## src/rtl/spi_xfer_ctrl.sv

```systemverilog
// spi_xfer_ctrl: SPI frame sequencer driving CSn/SCK/SDO and sampling SDI.
// Define SPI_LOOPBACK_EN to add a Loopback input that samples SDO internally.
module spi_xfer_ctrl (
  input  logic        PCLK,
  input  logic        PRESETn,
  input  logic [11:0] SckDiv,
  input  logic [1:0]  SckMode,
  input  logic [1:0]  CsMode,
  input  logic [3:0]  FmtLen,
  input  logic        FmtEndian,
  input  logic [7:0]  CsSck,
  input  logic [7:0]  SckCs,
  input  logic [7:0]  InterCs,
  input  logic        TxValid,
  input  logic [7:0]  TxData,
  output logic        TxReady,
  output logic        RxValid,
  output logic [7:0]  RxData,
  output logic        SCK,
  output logic        CSn,
  output logic        SDO,
  input  logic        SDI,
`ifdef SPI_LOOPBACK_EN
  input  logic        Loopback,
`endif
  output logic        Busy
);

  typedef enum logic [2:0] {
    IDLE, CSSCK, XFER, SCKCS, INTERCS
  } state_t;

  state_t state_q, state_d;

  logic [11:0] div_q, cnt_q, div_n;
  logic [8:0]  half_q;
  logic [7:0]  dly_q, tx_q, rx_q;
  logic [7:0]  rx_nxt, rx_fin, ord, rxd_q;
  logic [3:0]  len_q, len_n;
  logic        pha_q, lsb_q, auto_q;
  logic        sck_q, csn_q, sdo_q, rxv_q;
  logic        tick, lead, sin;
  logic        wait_done, xfer_last;
  logic        release_cs, pop;
  logic        cs_set, cs_clr;
  logic        shift_en, sample_en, rx_done;

  assign tick = (cnt_q == 12'd0);
  assign lead = ~half_q[0];
  assign len_n = (FmtLen == 4'd0 || FmtLen > 4'd8)
               ? 4'd8 : FmtLen;
  assign div_n = pop ? SckDiv : div_q;

  assign release_cs = (state_q == IDLE) && !csn_q
                   && (CsMode != 2'd2);
  // Hold off a pop in the cycle the previous frame is pushed.
  assign pop = (state_q == IDLE) && TxValid
            && !release_cs && !rxv_q;

  assign wait_done = (dly_q == 8'd0)
    || (tick && half_q == {dly_q, 1'b0} - 9'd1);
  assign xfer_last = tick
    && (half_q == {4'd0, len_q, 1'b0} - 9'd1);

`ifdef SPI_LOOPBACK_EN
  assign sin = Loopback ? sdo_q : SDI;
`else
  assign sin = SDI;
`endif

  // Reorder so the first bit on the wire is always bit 7.
  always_comb begin
    ord = TxData;
    if (FmtEndian)
      for (int i = 0; i < 8; i++) ord[i] = TxData[7-i];
  end

  assign rx_nxt = lsb_q ? {sin, rx_q[7:1]}
                        : {rx_q[6:0], sin};
  assign rx_fin = sample_en ? rx_nxt : rx_q;

  always_ff @(posedge PCLK or negedge PRESETn) begin
    if (!PRESETn) state_q <= IDLE;
    else          state_q <= state_d;
  end

  always_comb begin
    state_d = state_q;
    unique case (state_q)
      IDLE: begin
        if (release_cs)
          state_d = INTERCS;
        else if (pop)
          state_d = (!csn_q || CsMode == 2'd3)
                  ? XFER : CSSCK;
      end
      CSSCK:   if (wait_done) state_d = XFER;
      XFER:    if (xfer_last)
                 state_d = auto_q ? SCKCS : IDLE;
      SCKCS:   if (wait_done) state_d = INTERCS;
      INTERCS: if (wait_done) state_d = IDLE;
      default: state_d = IDLE;
    endcase
  end

  always_comb begin
    TxReady   = pop && PRESETn;
    cs_set    = pop && csn_q && (CsMode != 2'd3);
    cs_clr    = release_cs
             || (state_q == SCKCS && wait_done);
    shift_en  = 1'b0;
    sample_en = 1'b0;
    rx_done   = 1'b0;
    if (state_q == XFER && tick) begin
      sample_en = lead ^ pha_q;
      shift_en  = ~(lead ^ pha_q);
      rx_done   = xfer_last;
    end
  end

  always_ff @(posedge PCLK or negedge PRESETn) begin
    if (!PRESETn) begin
      div_q  <= '0;
      cnt_q  <= '0;
      half_q <= '0;
      dly_q  <= '0;
      tx_q   <= '0;
      rx_q   <= '0;
      rxd_q  <= '0;
      len_q  <= 4'd8;
      pha_q  <= 1'b0;
      lsb_q  <= 1'b0;
      auto_q <= 1'b1;
      sck_q  <= 1'b0;
      csn_q  <= 1'b1;
      sdo_q  <= 1'b0;
      rxv_q  <= 1'b0;
    end else begin
      rxv_q <= rx_done;
      if (state_d != state_q) begin
        cnt_q  <= div_n;
        half_q <= '0;
      end else if (tick) begin
        cnt_q  <= div_q;
        half_q <= half_q + 9'd1;
      end else begin
        cnt_q <= cnt_q - 12'd1;
      end
      if (state_d != state_q) begin
        case (state_d)
          CSSCK:   dly_q <= CsSck;
          SCKCS:   dly_q <= SckCs;
          INTERCS: dly_q <= InterCs;
          default: dly_q <= dly_q;
        endcase
      end
      if (state_q == IDLE)
        sck_q <= SckMode[1];
      else if (state_q == XFER && tick)
        sck_q <= ~sck_q;
      if (cs_set)      csn_q <= 1'b0;
      else if (cs_clr) csn_q <= 1'b1;
      if (pop) begin
        div_q  <= SckDiv;
        pha_q  <= SckMode[0];
        len_q  <= len_n;
        lsb_q  <= FmtEndian;
        auto_q <= ~CsMode[1];
        rx_q   <= '0;
        if (SckMode[0]) begin
          tx_q <= ord;
        end else begin
          tx_q  <= {ord[6:0], 1'b0};
          sdo_q <= ord[7];
        end
      end else begin
        if (shift_en) begin
          sdo_q <= tx_q[7];
          tx_q  <= {tx_q[6:0], 1'b0};
        end
        if (sample_en) rx_q <= rx_nxt;
      end
      if (rx_done)
        rxd_q <= lsb_q ? rx_fin >> (4'd8 - len_q)
                       : rx_fin;
    end
  end

  assign RxValid = rxv_q;
  assign RxData  = rxd_q;
  assign SCK     = sck_q;
  assign CSn     = csn_q;
  assign SDO     = sdo_q;
  assign Busy    = (state_q != IDLE) || !csn_q;

endmodule

```

## config.mk

```make
export PLATFORM = sky130hd
export DESIGN_NAME = spi_xfer_ctrl
export DESIGN_NICKNAME = d
export VERILOG_FILES = /design/src/rtl/spi_xfer_ctrl.sv
export SDC_FILE = /design/constraint.sdc
export NUM_CORES = 1
export LEC_CHECK = 0
export ABC_AREA = 1
export CELL_PAD_IN_SITES_DETAIL_PLACEMENT = 1
export CELL_PAD_IN_SITES_GLOBAL_PLACEMENT = 2
export CORE_MARGIN = 2
export CORE_UTILIZATION = 30
export DETAILED_ROUTE_END_ITERATION = 8
export PLACE_DENSITY = 0.79
export RECOVER_POWER = 100
export SLEW_MARGIN = 20
export SYNTH_ARGS = -nofsm -noshare
export SYNTH_HDL_FRONTEND = slang
export SYNTH_SLANG_ARGS = --single-unit
```

## constraint.sdc

```tcl
create_clock -name PCLK -period 4.1 [get_ports PCLK]
set_clock_uncertainty 0.2 [all_clocks]
set_input_delay 1.23 -clock PCLK [delete_from_list [all_inputs] [get_ports PCLK]]
set_output_delay 1.23 -clock PCLK [all_outputs]
set_load 0.02 [all_outputs]
```

==> results.yml <==
run_status:
  outcome: "complete, but fails checks"
  violations: "max-capacitance violations, max-slew violations"
clocking:
  cts_buffer_depth: 2
  htreeDepth: 3
  clock_latency_ns: 0.35
  cts_tree: "built"
  path_clk_slew_ns: 0.05
  cts_sinks: 79
  cts_buffers: 9
  root_buffer: "clkbuf_16"
finish:
  antenna_cells: 0
  fin_nets: 889
  drive_above_1_share: 0.0832
  synthToLayoutAreaGrowth_pct: 24.4
  final_util: 0.377
  final_area_um2: 6450
power:
  vdd_drop_max_v: 0.000265
  p_leak_nw: 3.26
  p_per_area_nw_per_um2: 684
die:
  ioPinCount: 71
  fp.dieW_um: 135
  dieHeight_um: 135
  core-area_um2: 17100
  initial_utilization: 0.303
  die_area_um2: 18400
  row_count: 48
yosys:
  synth_warnings: 0
  synth_async_sr_flop_share: 1.00
  synth_commonest_cells: "259 x nand2_1, 88 x inv_1, 76 x dfrtp_1, 67 x nor2_1"
  netlist_top_cells_area: "dfrtp_1 37%, nand2_1 19%, inv_1 6.4%"
  synth_seq_area_share: 0.382
  synth_most_common_cell: "nand2_1"
  synthDominantCellAreaShare: 0.367
  syn_inst: 752
  synth_area_um2: 5190
  synth_top_cell_by_area: "dfrtp_1"
  yosysUniqueCellTypes: 46
  ys_seq_elements: 79
  synth_flop_cell: "dfrtp_1"
  syn-num-nets: 815
  synth_enable_flop_cells: 0
  avgSynthCellArea_um2: 6.90
grt:
  grt_max_degree: 54
  grt_pass1_wl_mm: 25.2
  grt_use_total: 0.172
  grt_pass1_vias: 5280
  grt.overflow.total: 0
  antenna_found_initial: 0
drt:
  totalWireLength_mm: 14.6
  drtAntennaViolNets: 0
  vias: 4998
  drc: 0
  firstDrtPassIters: 4
  routedWlPerCell_um: 13.8
  drt-initial-drc-count: 140
  via_per_inst: 4.74
sta:
  finalWorstSetupSlack_ns: 0.119
  slew_violations: 28
  fin_crit_ns: 3.98
  relSlewSlack: -0.0637
  tightest_slew_ns: 1.60
  setup_viol: 0
  finalCritPeriodShare: 0.971
  hold_viol_final: 0
  rsz0062_at_grt: "no"
  fin_setup_tns_ns: 0
  holdWs_ns: 0.283
  timing.fmax_mhz: 251
critical_path:
  critical_path_required_ns: 2.67
  startpoint_type: "primary input"
  path_max_fanout: 2
  worstSetupPathType: "in -> out"
  worst_setup_path_end_kind: "primary output"
  cp_data_arrival_time_ns: 2.55
  reg2reg_depth: 19
place:
  gp_congestion: 0.813
  port_buffers: 70
  dpl.hpwl_mm: 11.3
  place_area_um2: 6210
  place_ws_ns: -0.479
flow_run:
  maxCapViolCount: 1
worst_hold_path:
  hold_depth: 2
  hp-class: "reg -> reg"
==> cell usage in the layout (no fill, tap or decap), types with 8 or more instances in the layout <==
master	n
nor3_1	8
nand3_1	51
inv_1	91
dfrtp_1	76
dlygate4sd3_1	13
o21ai_1	11
inv_2	11
nor2_1	68
clkdlybuf4s50_1	55
clkbuf_16	9
a21oi_1	20
o21ai_0	51
nand2_1	263
xor2_1	11
==> final timing paths <==
path                            slack (ns)                  start               endpoint
worst max register to register        0.39     cnt_q[0]$_DFF_PN0_  RxData[0]$_DFFE_PN0P_
max in group asynchronous             0.73                PRESETn    tx_q[2]$_DFFE_PN0P_
worst min register to register        0.28  RxData[1]$_DFFE_PN0P_  RxData[1]$_DFFE_PN0P_
worst max-delay path                  0.12              CsMode[1]                TxReady
min in group asynchronous             1.35                PRESETn  RxData[0]$_DFFE_PN0P_
worst min-delay path                  0.28  RxData[1]$_DFFE_PN0P_  RxData[1]$_DFFE_PN0P_
==> where the power goes <==
group / switching [W] / leakage (nW) / internal [W] / total [W]
clock: 0.000315 / 0.144 / 0.000525 / 0.000841
combinational: 0.00144 / 2.11 / 0.000849 / 0.00229
sequential: 0.000233 / 1.01 / 0.00105 / 0.00128
total: 0.00199 / 3.26 / 0.00243 / 0.00441
==> kinds of logic (layout without fill, tap and decap cells) <==
group	count (synthesis)	in the layout	share of synthesized area
xor+xnor	15	15	0.0253
buf+inv	122	199	0.0941
fa+ha+maj	6	6	0.0145
mux	2	2	0.00386
flops	79	79	0.382
compound gates	105	105	0.119
simple gates	423	423	0.362
==> through the flow <==
step | total power, W | cells
2_1_floorplan | 0.00295 | 752
3_3_place_gp | 0.00360 | 1040
3_5_place_dp | 0.00369 | 1040
4_1_cts | 0.00457 | 1054
5_1_grt | 0.00487 | 1054
6_report | 0.00441 | 1054
==> repair_timing <==
action / in CTS / in global routing
pin swaps: 0 / 0
endpoints found under the hold margin: 0 / 0
gates resized for setup: 5 / 2
setup buffers: 0 / 0
setup endpoints to repair: 1 / 1
hold buffers: 0 / 0
==> final cells by class <==
cell class | count | area, um2
multi-input combinational | 551 | 2690
sequential | 79 | 1980
clock buffer | 10 | 229
tap | 225 | 282
inverter | 102 | 383
clock inverter | 4 | 72.6
fill | 2149 | 10700
timing repair buffer | 83 | 820
==> layer usage <==
layer  global-route usage  up-vias  wire length, um
li1                     -     2530                -
met1                0.217     2392             6860
met2                0.301       61             7170
met3               0.0239       15              330
met4               0.0648        0              241
met5                    0        -                0
==> sequential cells by signal, indices dropped and copies added, names as in the netlist <==
signal   cells
lsb_q        1
RxValid      1
cnt_q       12
half_q       9
tx_q         8
CSn          1
state_q      3
RxData       8
SCK          1
rx_q         8
pha_q        1
div_q       12
auto_q       1
SDO          1
dly_q        8
len_q        4
==> critical path: stages <==
cell	delay (ns)
clkdlybuf4s50_1	0.52
inv_1	0.06
o21ai_2	0.13
nand2_1	0.10
nor3_4	0.13
inv_1	0.07
nor2_1	0.15
buf_4	0.17
(Power assumes the default switching activity.)
